**config.mk**
```make
export PLATFORM = sky130hd
export DESIGN_NAME = my_i2c_target
export DESIGN_NICKNAME = d
export VERILOG_FILES = /design/src/rtl/my_i2c_target.sv
export SDC_FILE = /design/constraint.sdc
export NUM_CORES = 1
export LEC_CHECK = 0
export CORE_MARGIN = 5
export CORE_UTILIZATION = 56
export CTS_CLUSTER_SIZE = 16
export DETAILED_ROUTE_END_ITERATION = 7
export PLACE_DENSITY = 0.78
export SLEW_MARGIN = 20
export SYNTH_ARGS = -nofsm -noshare
export SYNTH_HDL_FRONTEND = slang
export SYNTH_SLANG_ARGS = --single-unit
```
**constraint.sdc**
```tcl
create_clock -name s00_axi_aclk -period 3.79 [get_ports s00_axi_aclk]
set_input_delay 0.758 -clock s00_axi_aclk [delete_from_list [all_inputs] [get_ports s00_axi_aclk]]
set_output_delay 0.758 -clock s00_axi_aclk [all_outputs]
set_load 0.02 [all_outputs]
```
**src/rtl/my_i2c_target.sv**
```systemverilog
// my_i2c_target: I2C responder with a byte-wide register file.
// SDA is open-drain through my_sda_t; SCL is only observed, never stretched.
module my_i2c_target #(
    parameter logic [6:0] TARGET_ADDR = 7'h5B,
    parameter int         NUM_REGS    = 8,
    parameter int         PTR_W       = 3
) (
    input  logic             s00_axi_aclk,
    input  logic             s00_axi_aresetn,
    input  logic             my_scl_i,
    input  logic             my_sda_i,
    output logic             my_sda_o,
    output logic             my_sda_t,
    output logic             busy,
    output logic             wr_strobe,
    output logic [PTR_W-1:0] wr_addr,
    output logic [7:0]       wr_data,
    input  logic [PTR_W-1:0] dbg_rd_addr,
    output logic [7:0]       dbg_rd_data
);
    typedef enum logic [3:0] {
        S_IDLE     = 4'd0,
        S_ADDR     = 4'd1,
        S_ADDR_ACK = 4'd2,
        S_PTR      = 4'd3,
        S_PTR_ACK  = 4'd4,
        S_WR       = 4'd5,
        S_WR_ACK   = 4'd6,
        S_RD       = 4'd7,
        S_RD_ACK   = 4'd8,
        S_IGNORE   = 4'd9
    } state_t;

    state_t             state_q, state_d;
    logic               scl_s1_q, scl_s2_q, scl_h_q;
    logic               sda_s1_q, sda_s2_q, sda_h_q;
    logic [3:0]         cnt_q, cnt_d;
    logic [6:0]         sh_q, sh_d;
    logic [PTR_W-1:0]   ptr_q, ptr_d;
    logic               rw_q, rw_d;
    logic               sda_t_q, sda_t_d;
    logic               busy_q, busy_d;
    logic               wr_strobe_q;
    logic [PTR_W-1:0]   wr_addr_q;
    logic [7:0]         wr_data_q;
    logic [7:0]         regs_q [NUM_REGS];
    logic               wr_en_s;

    logic       scl_rise_s, scl_fall_s, start_s, stop_s;
    logic       last_bit_s, last_rise_s, ack_done_s, addr_hit_s;
    logic [7:0] rx_byte_s, cur_byte_s;

    assign scl_rise_s  = scl_s2_q & ~scl_h_q;
    assign scl_fall_s  = ~scl_s2_q & scl_h_q;
    assign start_s     = ~sda_s2_q & sda_h_q & scl_s2_q;
    assign stop_s      = sda_s2_q & ~sda_h_q & scl_s2_q;
    assign last_bit_s  = (cnt_q == 4'd7);
    assign last_rise_s = scl_rise_s & last_bit_s;
    assign ack_done_s  = scl_fall_s & (cnt_q == 4'd1);
    assign rx_byte_s   = {sh_q, sda_s2_q};
    assign addr_hit_s  = (rx_byte_s[7:1] == TARGET_ADDR);
    assign cur_byte_s  = regs_q[ptr_q];

    // Pin synchronizers plus history flops for edge detection
    always_ff @(posedge s00_axi_aclk) begin
        if (!s00_axi_aresetn) begin
            {scl_s1_q, scl_s2_q, scl_h_q} <= 3'b111;
            {sda_s1_q, sda_s2_q, sda_h_q} <= 3'b111;
        end else begin
            {scl_s1_q, scl_s2_q, scl_h_q} <= {my_scl_i, scl_s1_q, scl_s2_q};
            {sda_s1_q, sda_s2_q, sda_h_q} <= {my_sda_i, sda_s1_q, sda_s2_q};
        end
    end

    // State, datapath and register-file flops
    always_ff @(posedge s00_axi_aclk) begin
        if (!s00_axi_aresetn) begin
            state_q     <= S_IDLE;
            cnt_q       <= 4'd0;
            sh_q        <= 7'd0;
            ptr_q       <= '0;
            rw_q        <= 1'b0;
            sda_t_q     <= 1'b1;
            busy_q      <= 1'b0;
            wr_strobe_q <= 1'b0;
            wr_addr_q   <= '0;
            wr_data_q   <= 8'h00;
            for (int i = 0; i < NUM_REGS; i++) regs_q[i] <= 8'h00;
        end else begin
            state_q     <= state_d;
            cnt_q       <= cnt_d;
            sh_q        <= sh_d;
            ptr_q       <= ptr_d;
            rw_q        <= rw_d;
            sda_t_q     <= sda_t_d;
            busy_q      <= busy_d;
            wr_strobe_q <= wr_en_s;
            if (wr_en_s) begin
                regs_q[ptr_q] <= rx_byte_s;
                wr_addr_q     <= ptr_q;
                wr_data_q     <= rx_byte_s;
            end
        end
    end

    // Next-state logic; STOP and START override every state
    always_comb begin
        state_d = state_q;
        if (stop_s) begin
            state_d = S_IDLE;
        end else if (start_s) begin
            state_d = S_ADDR;
        end else begin
            case (state_q)
                S_ADDR:     state_d = last_rise_s ? (addr_hit_s ? S_ADDR_ACK : S_IGNORE) : state_q;
                S_PTR:      state_d = last_rise_s ? S_PTR_ACK : state_q;
                S_WR:       state_d = last_rise_s ? S_WR_ACK : state_q;
                S_ADDR_ACK: state_d = ack_done_s ? (rw_q ? S_RD : S_PTR) : state_q;
                S_PTR_ACK:  state_d = ack_done_s ? S_WR : state_q;
                S_WR_ACK:   state_d = ack_done_s ? S_WR : state_q;
                S_RD:       state_d = (scl_fall_s && last_bit_s) ? S_RD_ACK : state_q;
                S_RD_ACK: begin
                    if (scl_rise_s && sda_s2_q) begin
                        state_d = S_IGNORE;
                    end else if (ack_done_s) begin
                        state_d = S_RD;
                    end else begin
                        state_d = state_q;
                    end
                end
                default:    state_d = state_q;
            endcase
        end
    end

    // Datapath next values: shifting, pointer, SDA drive, busy, write enable
    always_comb begin
        cnt_d   = cnt_q;
        sh_d    = sh_q;
        ptr_d   = ptr_q;
        rw_d    = rw_q;
        sda_t_d = sda_t_q;
        busy_d  = busy_q;
        wr_en_s = 1'b0;
        if (stop_s) begin
            sda_t_d = 1'b1;
            busy_d  = 1'b0;
        end else if (start_s) begin
            sda_t_d = 1'b1;
            cnt_d   = 4'd0;
        end else begin
            case (state_q)
                S_ADDR, S_PTR, S_WR: begin
                    if (scl_rise_s) begin
                        sh_d  = rx_byte_s[6:0];
                        cnt_d = last_bit_s ? 4'd0 : cnt_q + 4'd1;
                    end else begin
                        sh_d  = sh_q;
                    end
                    if (last_rise_s && state_q == S_ADDR) begin
                        busy_d = addr_hit_s ? 1'b1 : busy_q;
                        rw_d   = sda_s2_q;
                    end else if (last_rise_s && state_q == S_PTR) begin
                        ptr_d = rx_byte_s[PTR_W-1:0];
                    end else if (last_rise_s) begin
                        wr_en_s = 1'b1;
                        ptr_d   = ptr_q + PTR_W'(1);
                    end else begin
                        wr_en_s = 1'b0;
                    end
                end
                S_ADDR_ACK, S_PTR_ACK, S_WR_ACK: begin
                    // First fall drives the ACK; second fall hands over to data
                    if (scl_fall_s && cnt_q == 4'd0) begin
                        sda_t_d = 1'b0;
                        cnt_d   = 4'd1;
                    end else if (ack_done_s && state_q == S_ADDR_ACK && rw_q) begin
                        sda_t_d = cur_byte_s[7];
                        sh_d    = cur_byte_s[6:0];
                        cnt_d   = 4'd0;
                    end else if (ack_done_s) begin
                        sda_t_d = 1'b1;
                        cnt_d   = 4'd0;
                    end else begin
                        sda_t_d = sda_t_q;
                    end
                end
                S_RD: begin
                    if (scl_fall_s && last_bit_s) begin
                        sda_t_d = 1'b1;
                        cnt_d   = 4'd0;
                    end else if (scl_fall_s) begin
                        sda_t_d = sh_q[6];
                        sh_d    = {sh_q[5:0], 1'b1};
                        cnt_d   = cnt_q + 4'd1;
                    end else begin
                        sda_t_d = sda_t_q;
                    end
                end
                S_RD_ACK: begin
                    if (scl_rise_s && sda_s2_q) begin
                        busy_d = 1'b0;
                    end else if (scl_rise_s) begin
                        ptr_d = ptr_q + PTR_W'(1);
                        cnt_d = 4'd1;
                    end else if (ack_done_s) begin
                        sda_t_d = cur_byte_s[7];
                        sh_d    = cur_byte_s[6:0];
                        cnt_d   = 4'd0;
                    end else begin
                        sda_t_d = sda_t_q;
                    end
                end
                default: begin
                    sda_t_d = sda_t_q;
                end
            endcase
        end
    end

    assign my_sda_o    = 1'b0;
    assign my_sda_t    = sda_t_q;
    assign busy        = busy_q;
    assign wr_strobe   = wr_strobe_q;
    assign wr_addr     = wr_addr_q;
    assign wr_data     = wr_data_q;
    assign dbg_rd_data = regs_q[dbg_rd_addr];

endmodule

```
# --- Yosys cells after proc, flatten, opt, wreduce, memory -nomap -nowiden ---
# Memory sizes are Yosys's and may differ from the RTL's. A register that Yosys moved wholly into a read port is not among the register bits.
# Cells that the tools add are included.
totals:
  in_bits: 7
  n_memories: 1
  elab_cells: 173
  ram_bits: 64
  reg_bits: 39
mem_list:
  columns: ["name", "words", "word_bits", "read_ports", "rd_clocked_by_memory_dff", "wr", "line", "source"]
  rows:
  - ["regs_q", 8, 8, 2, 1, 8, "46", "logic [7:0] regs_q [NUM_REGS];"]
classes:
  n_addsub: 2
  n_reduce_logical: 28
  mux: 66
  eq_ne: 44
  bitwise: 15
ops:
  columns: ["operator", "count"]
  rows:
  - ["two-way mux 4 bit", 19]
  - ["two-way mux 7 bit", 8]
  - ["inequality test 2 bit, second input constant", 18]
  - ["inequality test 3 bit, second input constant", 10]
  - ["case mux 4 bit (7 select lines)", 1]
  - ["case mux 7 bit (4 select lines)", 1]
  - ["two-way mux 3 bit", 9]
  - ["two-way mux 1 bit", 23]
  - ["== test 4 x 3 -> 1 bit, second input constant", 5]
  - ["case mux 4 bit (4 select lines)", 1]
  - ["AND reduction 8 bit", 2]
  - ["inequality test 4 bit, second input constant", 3]
  - ["AND reduction 11 bit", 1]
  - ["AND reduction 5 bit", 2]
  - ["OR reduction 3 bit", 3]
  - ["bitwise AND 1 bit", 8]
  - ["== test 4 x 1 -> 1 bit, second input constant", 2]
  - ["== test 4 x 2 -> 1 bit, second input constant", 2]
  - ["two-way mux 8 bit", 1]
  - ["nonzero test 8 bit", 1]
  - ["OR reduction 8 bit", 1]
  - ["== test 7 bit, second input constant", 1]
  - ["logical AND 1 bit", 7]
  - ["NOT 1 bit", 7]
  - ["18 further kinds", 19]

# --- Longest topological paths before layout ---
# Gate-level depths: netlist of run 1.
depth:
  word_depth: 14
  depth_mapped: 10
  ltp_nobuf: 7

# --- Worst setup path after synthesis of run 1 ---
# No wires, ideal clock.
synth_timing:
  path_type: "input to output"
  start: "input port dbg_rd_addr[0]"
  end: "output port dbg_rd_data[0]"
  slack_ns: 0.717
  arrival_time_ns: 2.315
  stages: 4
  required_time_ns: 3.032
  cell_sequence: "clkbuf_1 -> buf_2 -> mux4_2 -> mux2_2"
synth_via:
  elab_chain_len: 1
synth_lines:
  columns: ["item", "line", "source"]
  rows:
  - ["start, declared", "18", "input logic [PTR_W-1:0] dbg_rd_addr,"]
  - ["memory read (8 x 8 bit)", null, null]
  - ["end, declared", "19", "output logic [7:0] dbg_rd_data"]
# No other way between the ends.

# --- Final worst setup path of run 1 ---
layout_timing:
  start: "input port dbg_rd_addr[0]"
  end: "output port dbg_rd_data[4]"
# Same word-level chain as after synthesis.

==> results of run 1 <==
cell usage in the layout (no fill, tap or decap), types with 3 or more instances in the layout:
master and count:
nor2_1 85, edfxtp_1 64, nand2_1 61, dfxtp_1 42, mux4_2 32, a21oi_1 32, clkdlybuf4s50_1 28, o21ai_0 25
buf_4 24, mux2i_1 12, mux2_2 9, clkbuf_8 9, nand3_1 8, nand2b_1 8, inv_1 7, nor2b_1 6
a22o_1 6, nor3_1 5, o31ai_1 5, a31oi_1 5, and2_1 4, nand4_1 4, ha_1 4, inv_8 4
nor4_1 3, a32oi_1 3, a211oi_1 3, o211ai_1 3
power by group through the flow:
stage	combinational [mW]	sequential (mW)	clock [mW]
final	0.196	1.28	0.702
after CTS	0.197	1.28	0.713
after global routing	0.209	1.29	0.755
after detailed placement	0.196	1.31	0
after floorplan	0.129	1.30	0
after global placement	0.191	1.30	0
through the flow:
step / hold WS, ns / instances
2_1_floorplan: 0.386 / 522
3_3_place_gp: 0.389 / 669
3_5_place_dp: 0.394 / 669
4_1_cts: 0.421 / 685
5_1_grt: 0.448 / 685
6_report: 0.421 / 685
final cells by class:
| cell class | instances | area, µm² | share of cell area |
|---|---|---|---|
| clock buffers | 9 | 124 | 0.0196 |
| repair buffers | 53 | 480 | 0.0762 |
| clock inverters | 7 | 77.6 | 0.0123 |
| inverters | 8 | 30.0 | 0.00476 |
| flip-flops and latches | 106 | 2760 | 0.438 |
| multi-input cells | 369 | 2670 | 0.423 |
| well taps | 133 | 166 | 0.0264 |
registers in the layout, summed over array words and instances (netlist names), 3 cells and up, named ones only:
| name | count |
|---|---|
| sh_q | 7 |
| cnt_q | 4 |
| ptr_q | 3 |
| wr_addr | 3 |
| state_q | 4 |
| wr_data | 8 |
| regs_q | 64 |
critical path: cells and delay by family:
kind	cells	cell delay (ns)
buffers and inverters	3	1.24
muxes	2	0.80
how the worst max path moves through the flow:
stage	to	slack, ns	cells past startpoint
after detailed placement	dbg_rd_data[0]	0.21	5
final	dbg_rd_data[4]	0.23	5
after global routing	regs_q[3][7]	0.14	8
after floorplan	dbg_rd_data[0]	0.72	4
after global placement	dbg_rd_data[0]	0.24	5
after CTS	dbg_rd_data[0]	0.21	5
per-layer routing:
metal	vias to the layer above	track usage	wire length [µm]
met2	220	0.385	6580
met4	0	0.0800	255
met5	-	0	0
li1	1981	-	-
met1	2102	0.325	5620
met3	29	0.0390	1250
cell families after synthesis:
logic type,share of synthesized area
AND/OR/NAND/NOR,0.182
flip-flops,0.489
AO/OA/AOI/OAI,0.111
multiplexers,0.167
buffers and inverters,0.0384
adder cells (fa/ha/maj),0.00887
XOR/XNOR,0.00310
other,0.000664
==> results.cfg, run 1 <==
[clock_network]
ctsResizeCount = 0
htreeDepth = 3
cts_hold_buf = 0
clock-root-buffer = clkbuf_8
cts_tree = yes
path_clk_slew_ns = 0.10
numCtsBuffers = 9
clkLatencyLatePin_ns = 0.38
postCtsSetupBuffers = 0
cts.path.max_buffers = 2
cts.sinks = 106

[timing]
relSlewSlack = 0.445
fin_ws_ns = 0.233
drv_slew = 0
finalCritPeriodShare = 0.939
worst_slew_pin_slew_ns = 0.833
setup_violations = 0
rsz0062_at_grt = no
finClkSkew_ns = 0.0148
finalSetupTns_ns = 0
finalHoldViolations = 0
min_period_ns = 3.56
max_freq_mhz = 281

[power_and_ir_drop]
intPower_mw = 1.62
p_total_mw = 2.18
power.switching_mw = 0.561
powerDensity_mw_per_mm2 = 346
combPwrFrac = 0.090
seq_power_share = 0.588
switching_share = 0.257
ir_drop_mv = 0.238
p_leak_nw = 1.98
power.clock.fraction = 0.322

[drt]
wire_per_inst_um = 20.0
finalWirelength_um = 13700
drtIter0Drc = 557
via_per_inst = 6.32
ant_nets = 0
drc_errors = 0
first_pass_iters = 5
vias = 4332

[worst_setup_path]
path_max_fanout = 16
arrival_ns = 2.80
path_cells = clkdlybuf4s50_1 -> buf_12 -> mux4_2 -> mux2_2 -> clkdlybuf4s50_1
r2r-end = regs_q[6][7]
required_ns = 3.03
ff2ff_path_depth = 7
cpMostUsedCell = clkdlybuf4s50_1
r2r_setup_slack_ns = 0.32
startpoint_type = input port
path_class = input port to primary output
critPathLaunch = dbg_rd_addr[0]
slowest_stage = clkdlybuf4s50_1
max_stage_delay_ns = 0.54
endpoint_kind = primary output
r2r-start = scl_s2_q

[yosys]
synth_commonest_cells = nor2_1 (85), edfxtp_1 (64), nand2_1 (61), dfxtp_1 (42)
synth-seq-cells = 106
synth_top_area_share = 0.341
ys_warn_count = 0
postSynthCellCount = 522
syn_area_per_cell_um2 = 10.8
synth_ff_type = edfxtp_1
yosysSeqAreaShare = 0.489
synth_nets = 533
synthArstFlopShare = 0
synth_area_leader_cell = edfxtp_1
synth_cell_types = 65
synth_most_common_cell = nor2_1
synth_edf_count = 64
synthesis.area_mm2 = 0.00564
synthTopCellsByArea = edfxtp_1 (34%), dfxtp_1 (15%), mux4_2 (13%)

[placement]
port_buffers = 28
pre_cts_slack_ns = 0.213
hpwl_um = 9650
gp_congestion = 0.896
dpl_cell_area_mm2 = 0.00610

[global_routing]
grt_pass1_wl_um = 21700
grt_overflow_total = 0
grt_pass1_vias = 4169
grt_usage = 0.236
antenna_found_initial = 0
grt_max_degree = 27

[finish]
diodes = 0
fin_nets = 558
filler_cell_count = 787
final_util = 0.642
drive_gt1_frac = 0.170
syn2layout_area_growth_pct = 11.7
final_area_mm2 = 0.00631

[die]
die_h_um = 110
die_area_mm2 = 0.0122
start_util = 0.575
ios = 30
placementRows = 36
core_area_mm2 = 0.00982
die_x_um = 110

[flow_run]
drv_cap = 0

[worst_hold_path]
hp-start = scl_s1_q
min_to = scl_s2_q
hold_path_depth = 1
holdCritPathClass = flip-flop to flip-flop

[run_status]
outcome = finished, final reports clean
(Power assumes the default switching activity.)
==> run 2, diff against run 1 <==
--- a/config.mk
+++ b/config.mk
@@ -9,7 +9,8 @@
 export CORE_UTILIZATION = 56
 export CTS_CLUSTER_SIZE = 16
 export DETAILED_ROUTE_END_ITERATION = 7
-export PLACE_DENSITY = 0.78
+export PLACE_DENSITY = 0.81
+export SETUP_SLACK_MARGIN = 0.1
 export SLEW_MARGIN = 20
 export SYNTH_ARGS = -nofsm -noshare
 export SYNTH_HDL_FRONTEND = slang
==> run 2 against run 1 <==
Net effect: combinational power about the same; fmax decreased by 0.12%; first-iteration DRC count shrank 20%.
==> results.cfg, run 2 (same netlist as run 1, synthesis figures left out) <==
[worst_setup_path]
path_cells = clkdlybuf4s50_1 -> buf_12 -> mux4_2 -> mux2_2 -> clkdlybuf4s50_1
cpMostUsedCell = clkdlybuf4s50_1
arrival_ns = 2.80
required_ns = 3.03
max_stage_delay_ns = 0.56
slowest_stage = clkdlybuf4s50_1
path_max_fanout = 16
path_class = input port to primary output
startpoint_type = input port
endpoint_kind = primary output

[clock_network]
clock-root-buffer = clkbuf_8
cts.sinks = 106
ctsResizeCount = 0
cts_hold_buf = 0
cts_tree = yes
cts.path.max_buffers = 2
numCtsBuffers = 9
postCtsSetupBuffers = 0
path_clk_slew_ns = 0.10
htreeDepth = 3
clkLatencyLatePin_ns = 0.37

[finish]
fin_nets = 560
final_area_mm2 = 0.00632
syn2layout_area_growth_pct = 12.0
mostFrequentLayoutCell = nor2_1
regMostFlops = regs_q
diodes = 0
drive_gt1_frac = 0.173
largest_reg_flops = 64
final_cell_mix = nor2_1 (85), edfxtp_1 (64), nand2_1 (61)

[drt]
wire_per_inst_um = 20.5
finalWirelength_um = 14100
vias = 4376
first_pass_iters = 5
via_per_inst = 6.37
ant_nets = 0
drtIter0Drc = 445
drc_errors = 0

[power_and_ir_drop]
powerDensity_mw_per_mm2 = 345
p_leak_nw = 1.99
ir_drop_mv = 0.184
p_total_mw = 2.18

[global_routing]
grt_pass1_vias = 4313
grtUsageMet3 = 0.0361
top_usage_layer = met2
grt_max_degree = 27
grt_overflow_total = 0
grt_pass1_wl_um = 22400
grtUsageMet1 = 0.322
antenna_found_initial = 0
grt_usage = 0.245
use_met2 = 0.420

[timing]
finalSetupTns_ns = 0
worst_slew_pin_slew_ns = 0.777
relSlewSlack = 0.481
max_freq_mhz = 281
min_period_ns = 3.56
rsz0062_at_grt = no
setup_violations = 0
finalHoldViolations = 0
finClkSkew_ns = 0.0138
finalCritPeriodShare = 0.940
drv_slew = 0

[placement]
gp_congestion = 0.920
hpwl_um = 9910
dpl_cell_area_mm2 = 0.00612
port_buffers = 28

[worst_hold_path]
holdCritPathClass = flip-flop to flip-flop

[die]
ios = 30
start_util = 0.575
die_x_um = 110
core_area_mm2 = 0.00982
placementRows = 36
die_h_um = 110
die_area_mm2 = 0.0122

[run_status]
outcome = finished, final reports clean

[flow_run]
drv_cap = 0
==> run 2: path summary, 6_finish.rpt <==
path	start	end	slack, ns	cells past startpoint
worst max-delay path	dbg_rd_addr[0]	dbg_rd_data[3]	0.23	5
worst min-delay path	scl_s1_q	scl_s2_q	0.42	1
worst max register to register	cnt_q[0]	regs_q[4][0]	0.59	8
worst min register to register	scl_s1_q	scl_s2_q	0.42	1
==> run 2: power breakdown <==
group / total [mW] / internal [mW] / switching [mW]
clock: 0.703 / 0.263 / 0.439
sequential: 1.28 / 1.26 / 0.0266
combinational: 0.198 / 0.0976 / 0.100
==> run 2: cell type report <==
cell class                      instances  area (µm²)
Clock inverter                          7        78.8
Tap cell                              133         166
Multi-Input combinational cell        369        2670
Fill cell                             795        3500
Sequential cell                       106        2760
Inverter                                8        30.0
Clock buffer                            9         124
Timing Repair Buffer                   55         495
==> run 2: per-layer routing <==
| metal | part of all wire | wire, µm | up-vias |
|---|---|---|---|
| met5 | 0 | 0 | - |
| met4 | 0.021 | 293 | 0 |
| met1 | 0.40 | 5700 | 2146 |
| met2 | 0.49 | 6930 | 220 |
| met3 | 0.081 | 1150 | 30 |
| li1 | - | - | 1980 |
==> run 2: critical path, delay by kind of cell <==
family	cells	cell delay, ns
buffers and inverters	3	1.25
multiplexers	2	0.79
==> run 2: metrics by stage <==
stage	utilization	setup WS (ns)	hold WS (ns)	cells
final	0.644	0.229	0.418	687
after global routing	0.644	0.149	0.447	687
after CTS	0.644	0.218	0.423	687
after detailed placement	0.623	0.218	0.397	671
after global placement	0.623	0.226	0.389	671
after floorplan	-	0.717	0.386	522
